`src/rtl/ps2_host_tx.sv`:
```
// PS/2 host-to-device transmitter.
// Sends one byte to the keyboard: inhibit, start bit, 8 data bits, odd parity, stop, device ACK.
// Both PS/2 lines are open-drain; this block only outputs the low-enables clkps2_oe and dataps2_oe.
`timescale 1ns/1ps
module ps2_host_tx #(
  parameter int unsigned INHIBIT_CYCLES = 3640,   // 130 us at 28 MHz
  parameter int unsigned TIMEOUT_CYCLES = 560000, // 20 ms at 28 MHz
  parameter int unsigned FILTER_LEN     = 8
) (
  input  logic       clk,
  input  logic       system_reset_n,
  input  logic       tx_start,
  input  logic [7:0] tx_data,
  output logic       ps2_busy,
  output logic       tx_done,
  output logic       tx_err,
  input  logic       clkps2_in,
  input  logic       dataps2_in,
  output logic       clkps2_oe,
  output logic       dataps2_oe
);

  localparam int unsigned INH_W  = $clog2(INHIBIT_CYCLES + 1);
  localparam int unsigned TO_W   = $clog2(TIMEOUT_CYCLES + 1);
  localparam int unsigned FILT_W = $clog2(FILTER_LEN + 1);

  localparam logic [INH_W-1:0]  INH_LOAD  = INH_W'(INHIBIT_CYCLES - 1);
  localparam logic [TO_W-1:0]   TO_LOAD   = TO_W'(TIMEOUT_CYCLES - 1);
  localparam logic [FILT_W-1:0] FILT_LAST = FILT_W'(FILTER_LEN - 1);

  typedef enum logic [2:0] {
    S_IDLE,
    S_INHIBIT,
    S_RELEASE,
    S_SHIFT,
    S_ACK,
    S_WAITHI
  } state_e;

  state_e              state_q;
  logic [1:0]          clk_sync_q;
  logic [1:0]          data_sync_q;
  logic                filt_q;
  logic                filt_d;
  logic [FILT_W-1:0]   filt_cnt_q;
  logic [FILT_W-1:0]   filt_cnt_d;
  logic                fe;
  logic [8:0]          shift_q;     // {parity, data}, shifted out LSB first
  logic [3:0]          bit_cnt_q;   // falling edges consumed so far
  logic [INH_W-1:0]    inh_cnt_q;
  logic [TO_W-1:0]     to_cnt_q;
  logic                clk_oe_q;
  logic                data_oe_q;
  logic                busy_q;
  logic                done_q;
  logic                err_q;

  // Two-flop synchronisers for both raw pin levels; idle bus level is high.
  always_ff @(posedge clk or negedge system_reset_n) begin
    if (!system_reset_n) begin
      clk_sync_q  <= 2'b11;
      data_sync_q <= 2'b11;
    end else begin
      // NOTE: non-blocking assignments so every flop samples the pre-edge value; blocking here would collapse the chain.
      clk_sync_q  <= {clk_sync_q[0], clkps2_in};
      data_sync_q <= {data_sync_q[0], dataps2_in};
    end
  end

  // Deglitcher next state: accept a new clock level after FILTER_LEN consecutive differing samples.
  always_comb begin
    // NOTE: defaults first so every path assigns both outputs and no latch is inferred.
    filt_d     = filt_q;
    filt_cnt_d = '0;
    if (clk_sync_q[1] != filt_q) begin
      if (filt_cnt_q == FILT_LAST) begin
        filt_d = clk_sync_q[1];
      end else begin
        filt_cnt_d = filt_cnt_q + FILT_W'(1);
      end
    end
  end

  assign fe = filt_q & ~filt_d;

  // Deglitcher state registers.
  always_ff @(posedge clk or negedge system_reset_n) begin
    if (!system_reset_n) begin
      filt_q     <= 1'b1;
      filt_cnt_q <= '0;
    end else begin
      filt_q     <= filt_d;
      filt_cnt_q <= filt_cnt_d;
    end
  end

  // Transmit FSM with registered line enables and status pulses.
  always_ff @(posedge clk or negedge system_reset_n) begin
    if (!system_reset_n) begin
      state_q   <= S_IDLE;
      shift_q   <= '0;
      bit_cnt_q <= '0;
      inh_cnt_q <= '0;
      to_cnt_q  <= '0;
      clk_oe_q  <= 1'b0;
      data_oe_q <= 1'b0;
      busy_q    <= 1'b0;
      done_q    <= 1'b0;
      err_q     <= 1'b0;
    end else begin
      done_q <= 1'b0;
      err_q  <= 1'b0;
      case (state_q)
        S_IDLE: begin
          if (tx_start) begin
            shift_q   <= {~^tx_data, tx_data};
            bit_cnt_q <= '0;
            inh_cnt_q <= INH_LOAD;
            clk_oe_q  <= 1'b1;
            data_oe_q <= 1'b0;
            busy_q    <= 1'b1;
            state_q   <= S_INHIBIT;
          end
        end
        S_INHIBIT: begin
          if (inh_cnt_q == '0) begin
            clk_oe_q  <= 1'b0;
            data_oe_q <= 1'b1;       // start bit
            to_cnt_q  <= TO_LOAD;
            state_q   <= S_RELEASE;
          end else begin
            inh_cnt_q <= inh_cnt_q - INH_W'(1);
          end
        end
        S_RELEASE, S_SHIFT, S_ACK, S_WAITHI: begin
          if (!fe && to_cnt_q == '0) begin
            // Device went quiet: give the bus back and report failure.
            clk_oe_q  <= 1'b0;
            data_oe_q <= 1'b0;
            busy_q    <= 1'b0;
            err_q     <= 1'b1;
            state_q   <= S_IDLE;
          end else begin
            to_cnt_q <= fe ? TO_LOAD : to_cnt_q - TO_W'(1);
            case (state_q)
              S_RELEASE: begin
                if (fe) begin
                  data_oe_q <= ~shift_q[0];
                  shift_q   <= {1'b0, shift_q[8:1]};
                  bit_cnt_q <= 4'd1;
                  state_q   <= S_SHIFT;
                end
              end
              S_SHIFT: begin
                if (fe) begin
                  if (bit_cnt_q == 4'd9) begin
                    data_oe_q <= 1'b0;   // stop bit: line released
                    state_q   <= S_ACK;
                  end else begin
                    data_oe_q <= ~shift_q[0];
                    shift_q   <= {1'b0, shift_q[8:1]};
                    bit_cnt_q <= bit_cnt_q + 4'd1;
                  end
                end
              end
              S_ACK: begin
                if (fe) begin
                  if (!data_sync_q[1]) begin
                    state_q <= S_WAITHI;
                  end else begin
                    busy_q  <= 1'b0;
                    err_q   <= 1'b1;
                    state_q <= S_IDLE;
                  end
                end
              end
              S_WAITHI: begin
                if (filt_q && data_sync_q[1]) begin
                  busy_q  <= 1'b0;
                  done_q  <= 1'b1;
                  state_q <= S_IDLE;
                end
              end
              default: state_q <= S_IDLE;
            endcase
          end
        end
        default: state_q <= S_IDLE;
      endcase
    end
  end

  assign clkps2_oe  = clk_oe_q;
  assign dataps2_oe = data_oe_q;
  assign ps2_busy   = busy_q;
  assign tx_done    = done_q;
  assign tx_err     = err_q;

endmodule

```
`config.mk`:
```
export PLATFORM = sky130hd
export DESIGN_NAME = ps2_host_tx
export DESIGN_NICKNAME = d
export VERILOG_FILES = /design/src/rtl/ps2_host_tx.sv
export SDC_FILE = /design/constraint.sdc
export NUM_CORES = 1
export LEC_CHECK = 0
export BUFFER_PORTS_ARGS = -buffer_cell sky130_fd_sc_hd__buf_2
export CELL_PAD_IN_SITES_DETAIL_PLACEMENT = 1
export CELL_PAD_IN_SITES_GLOBAL_PLACEMENT = 1
export CORE_MARGIN = 1.5
export CORE_UTILIZATION = 43
export DETAILED_ROUTE_END_ITERATION = 16
export GPL_TIMING_DRIVEN = 1
export PLACE_DENSITY = 0.84
export SETUP_SLACK_MARGIN = 0.2
export SLEW_MARGIN = 25
export SYNTH_ARGS = -nofsm -noshare
export SYNTH_HDL_FRONTEND = slang
export SYNTH_SLANG_ARGS = --single-unit
```
`constraint.sdc`:
```
create_clock -name clk -period 2.7 [get_ports clk]
set_clock_uncertainty 0.15 [all_clocks]
set_input_delay 0.405 -clock clk [delete_from_list [all_inputs] [get_ports clk]]
set_output_delay 0.405 -clock clk [all_outputs]
set_load 0.01 [all_outputs]
```
==> key figures <==
Global routing
  • Antenna violations before repair: 0
  • Largest net degree at the start of global routing: 63
  • First-pass GRT wire length: 17200 um
  • Vias in the first global route: 3404
  • Congestion Overflow GR: 0
  • Total track usage: 26.1%

Setup path
  • RR Startpoint: to_cnt_q[12]
  • R2r endpoint: to_cnt_q[8]
  • R2r worst-path depth: 7
  • Critical path class: reg2reg
  • Flop-to-flop setup slack: -100 ps
  • Worst Path Required: 2790 ps
  • Worst Setup End Kind: flop
  • Worst EP arrival: 2890 ps
  • Critical Path Source Type: flop
  • Crit-path max FO: 8

Detailed routing
  • Wire length per cell: 22.6 um
  • Total Wirelength: 12300 um
  • Final ANT Viol Nets: 0
  • Drt drc: 0
  • Vias per cell: 6.28
  • Initial DRT Pass Iterations: 5
  • Total number of vias: 3412
  • 1st-iter DRT viols: 311

Yosys
  • Netlist cell types: 59
  • Share of flip-flops with an asynchronous set or reset: 100%
  • Register area share after synthesis: 44.8%
  • Mapped Avg Cell Area: 9.30 sq um
  • Synth Flop Type: dfrtp_1
  • Yosys warning count: 0
  • Syn_nets: 393
  • Mapped Area: 3480 sq um
  • Yosys reg bits: 62
  • Post-Synthesis Cells: 374
  • Post-synth EDFFs: 0

Clocking
  • CTS max path bufs: 2
  • CTS clk-pin slew, worst paths: 80 ps
  • TritonCTS clock tree: done
  • Clock buffers created by TritonCTS: 9
  • H-tree levels: 3
  • # clock sinks: 62
  • Worst-Skew Late Latency: 370 ps
  • Root buffer cell: clkbuf_8

Cells and area
  • Layout Cells excl Fill: 543
  • Area Growth Syn to Fin: 26.4%
  • Fraction of layout cells with a size suffix above 1: 28.1%
  • Ant diodes: 0
  • Nets@finish: 455
  • Area of the multi-input gates: 1960 sq um
  • Fillers: 892
  • Non-Filler Cell Area, Final: 4400 sq um
  • Reg area: 1560 sq um

Hold path
  • Type of the worst min-delay path: in2async

Timing
  • Final hold vios: 0
  • Tmin final: 2800 ps
  • Min Hold Slack: 40.0 ps
  • Final worst slack: -97.2 ps
  • Fin crit share: 104%
  • Relative slew slack: 45.0%
  • Final setup fails: 17
  • RSZ-0062 raised after global routing: true
  • Count of pins over their slew limit: 0
  • Slew @ Worst Pin: 825 ps
  • FMAX: 357 MHz

Floorplan
  • I/O pin count: 18
  • Die height: 92.9 um
  • CORE AREA: 7770 sq um
  • Starting Density: 44.8%
  • Die area: 8640 sq um
  • Number of cell rows: 32
  • Die W: 92.9 um

Run status
  • Failing checks: negative setup slack
  • Status: complete, but fails checks

Power
  • Leak: 1.97 nW
  • Maximum vdd drop: 390 uV
  • Power Density: 619 nW/um^2

Placed design
  • Detailed placement HPWL: 6740 um
  • Setup WS pre-CTS: 3.57 ps
  • Buffers on Ports: 17
  • Placed Area: 3850 sq um
  • Placed cells: 506
  • Gpl congestion: 0.926

Run
  • Max Cap Violations: 0
-- layout by cell type, fill, tap and decap left out, types with 6 or more instances in the layout --
master    count
nor2_1       49
o21ai_1       9
ha_1          6
nand4_1       7
o31ai_1       7
buf_2        17
dfrtp_1      56
a31oi_1      10
buf_6         8
nand3_1       7
xnor2_1      15
buf_4        41
nor3_1       13
a21oi_1      24
o21ai_0      15
inv_1        11
mux2i_1       9
clkbuf_8      9
nand2_1      18
-- layer usage --
metal  routed length, um  up-vias  GRT usage (%)
met3                 790       56           5.34
met1                4830     1695           32.7
li1                    -     1494              -
met5                   0        -              0
met2                6090      167           42.4
met4                 567        0           13.1
-- worst max path at each step --
| stage | cells after the start | end | startpoint |
|---|---|---|---|
| finish | 7 | to_cnt_q[8] | to_cnt_q[12] |
| global route | 7 | to_cnt_q[8] | to_cnt_q[12] |
| CTS | 7 | to_cnt_q[9] | to_cnt_q[12] |
| detailed placement | 8 | to_cnt_q[10] | inh_cnt_q[1] |
| global placement | 6 | to_cnt_q[4] | to_cnt_q[12] |
| floorplan | 7 | to_cnt_q[8] | to_cnt_q[12] |
-- power breakdown --
group,internal (mW),switching [mW]
Sequential,1.08,0.113
Clock,0.427,0.422
Combinational,0.266,0.411
-- Yosys cell counts (all sizes together), types with 7 or more instances --
cell type / count / area, sq um
dfrtp: 57 / 1430
a31oi: 10 / 62.6
nand2: 18 / 67.6
o31ai: 10 / 103
clkbuf: 12 / 45.0
mux2i: 9 / 90.1
nand3: 9 / 45.0
nor3: 14 / 70.1
inv: 12 / 45.0
a21oi: 29 / 145
buf: 7 / 51.3
nor2: 51 / 191
nand4: 7 / 43.8
xnor2: 15 / 131
o21ai: 24 / 120
-- logic make-up after synthesis --
group,Yosys count,synth area share [%]
muxes,10,2.91
AOI/OAI and AO/OA,95,18.1
buffers and inverters,31,4.06
xor gates and xnor gates,16,4.03
adders and majority gates,6,2.16
DFF,62,44.8
and+or+nand+nor,154,23.9
-- flip-flops by register name (all words and copies together) (netlist names) --
register / count
to_cnt_q: 20
inh_cnt_q: 12
shift_q: 9
bit_cnt_q: 4
filt_cnt_q: 4
state_q: 3
clk_sync_q: 2
data_sync_q: 2
clkps2_oe: 1
dataps2_oe: 1
filt_q: 1
ps2_busy: 1
tx_done: 1
tx_err: 1
-- area by class of cell --
class / count / area share [%]
Clock buffer: 9 / 2.82
Sequential cell: 62 / 35.5
Multi-Input combinational cell: 283 / 44.6
Inverter: 12 / 1.02
Tap cell: 102 / 2.90
Timing Repair Buffer: 68 / 11.4
Clock inverter: 7 / 1.71
-- worst max-delay path: stages (launching register included) --
cell and delay, ps:
dfrtp_1 420, or4_4 560, or4_4 530, o31ai_4 290
buf_4 180, a22o_4 140, nor3_1 60, or3b_1 350
-- stage by stage --
step | util, % | total power, mW | setup TNS (ps)
after floorplan | - | 1.60 | 0
after global placement | 49.6 | 1.79 | 0
after detailed placement | 49.6 | 1.84 | 0
after CTS | 54.2 | 2.68 | 0
after global routing | 56.6 | 2.86 | -1690
final | 56.6 | 2.72 | -787
-- timing repair --
action                                  CTS  global route
endpoints found under the setup margin   25            38
gates cloned                              1             1
hold buffers                              2             0
setup buffers                            10             7
pin swaps                                 6            19
endpoints found under the hold margin     2             0
resized for setup                        16            26
(Power assumes the default switching activity.)
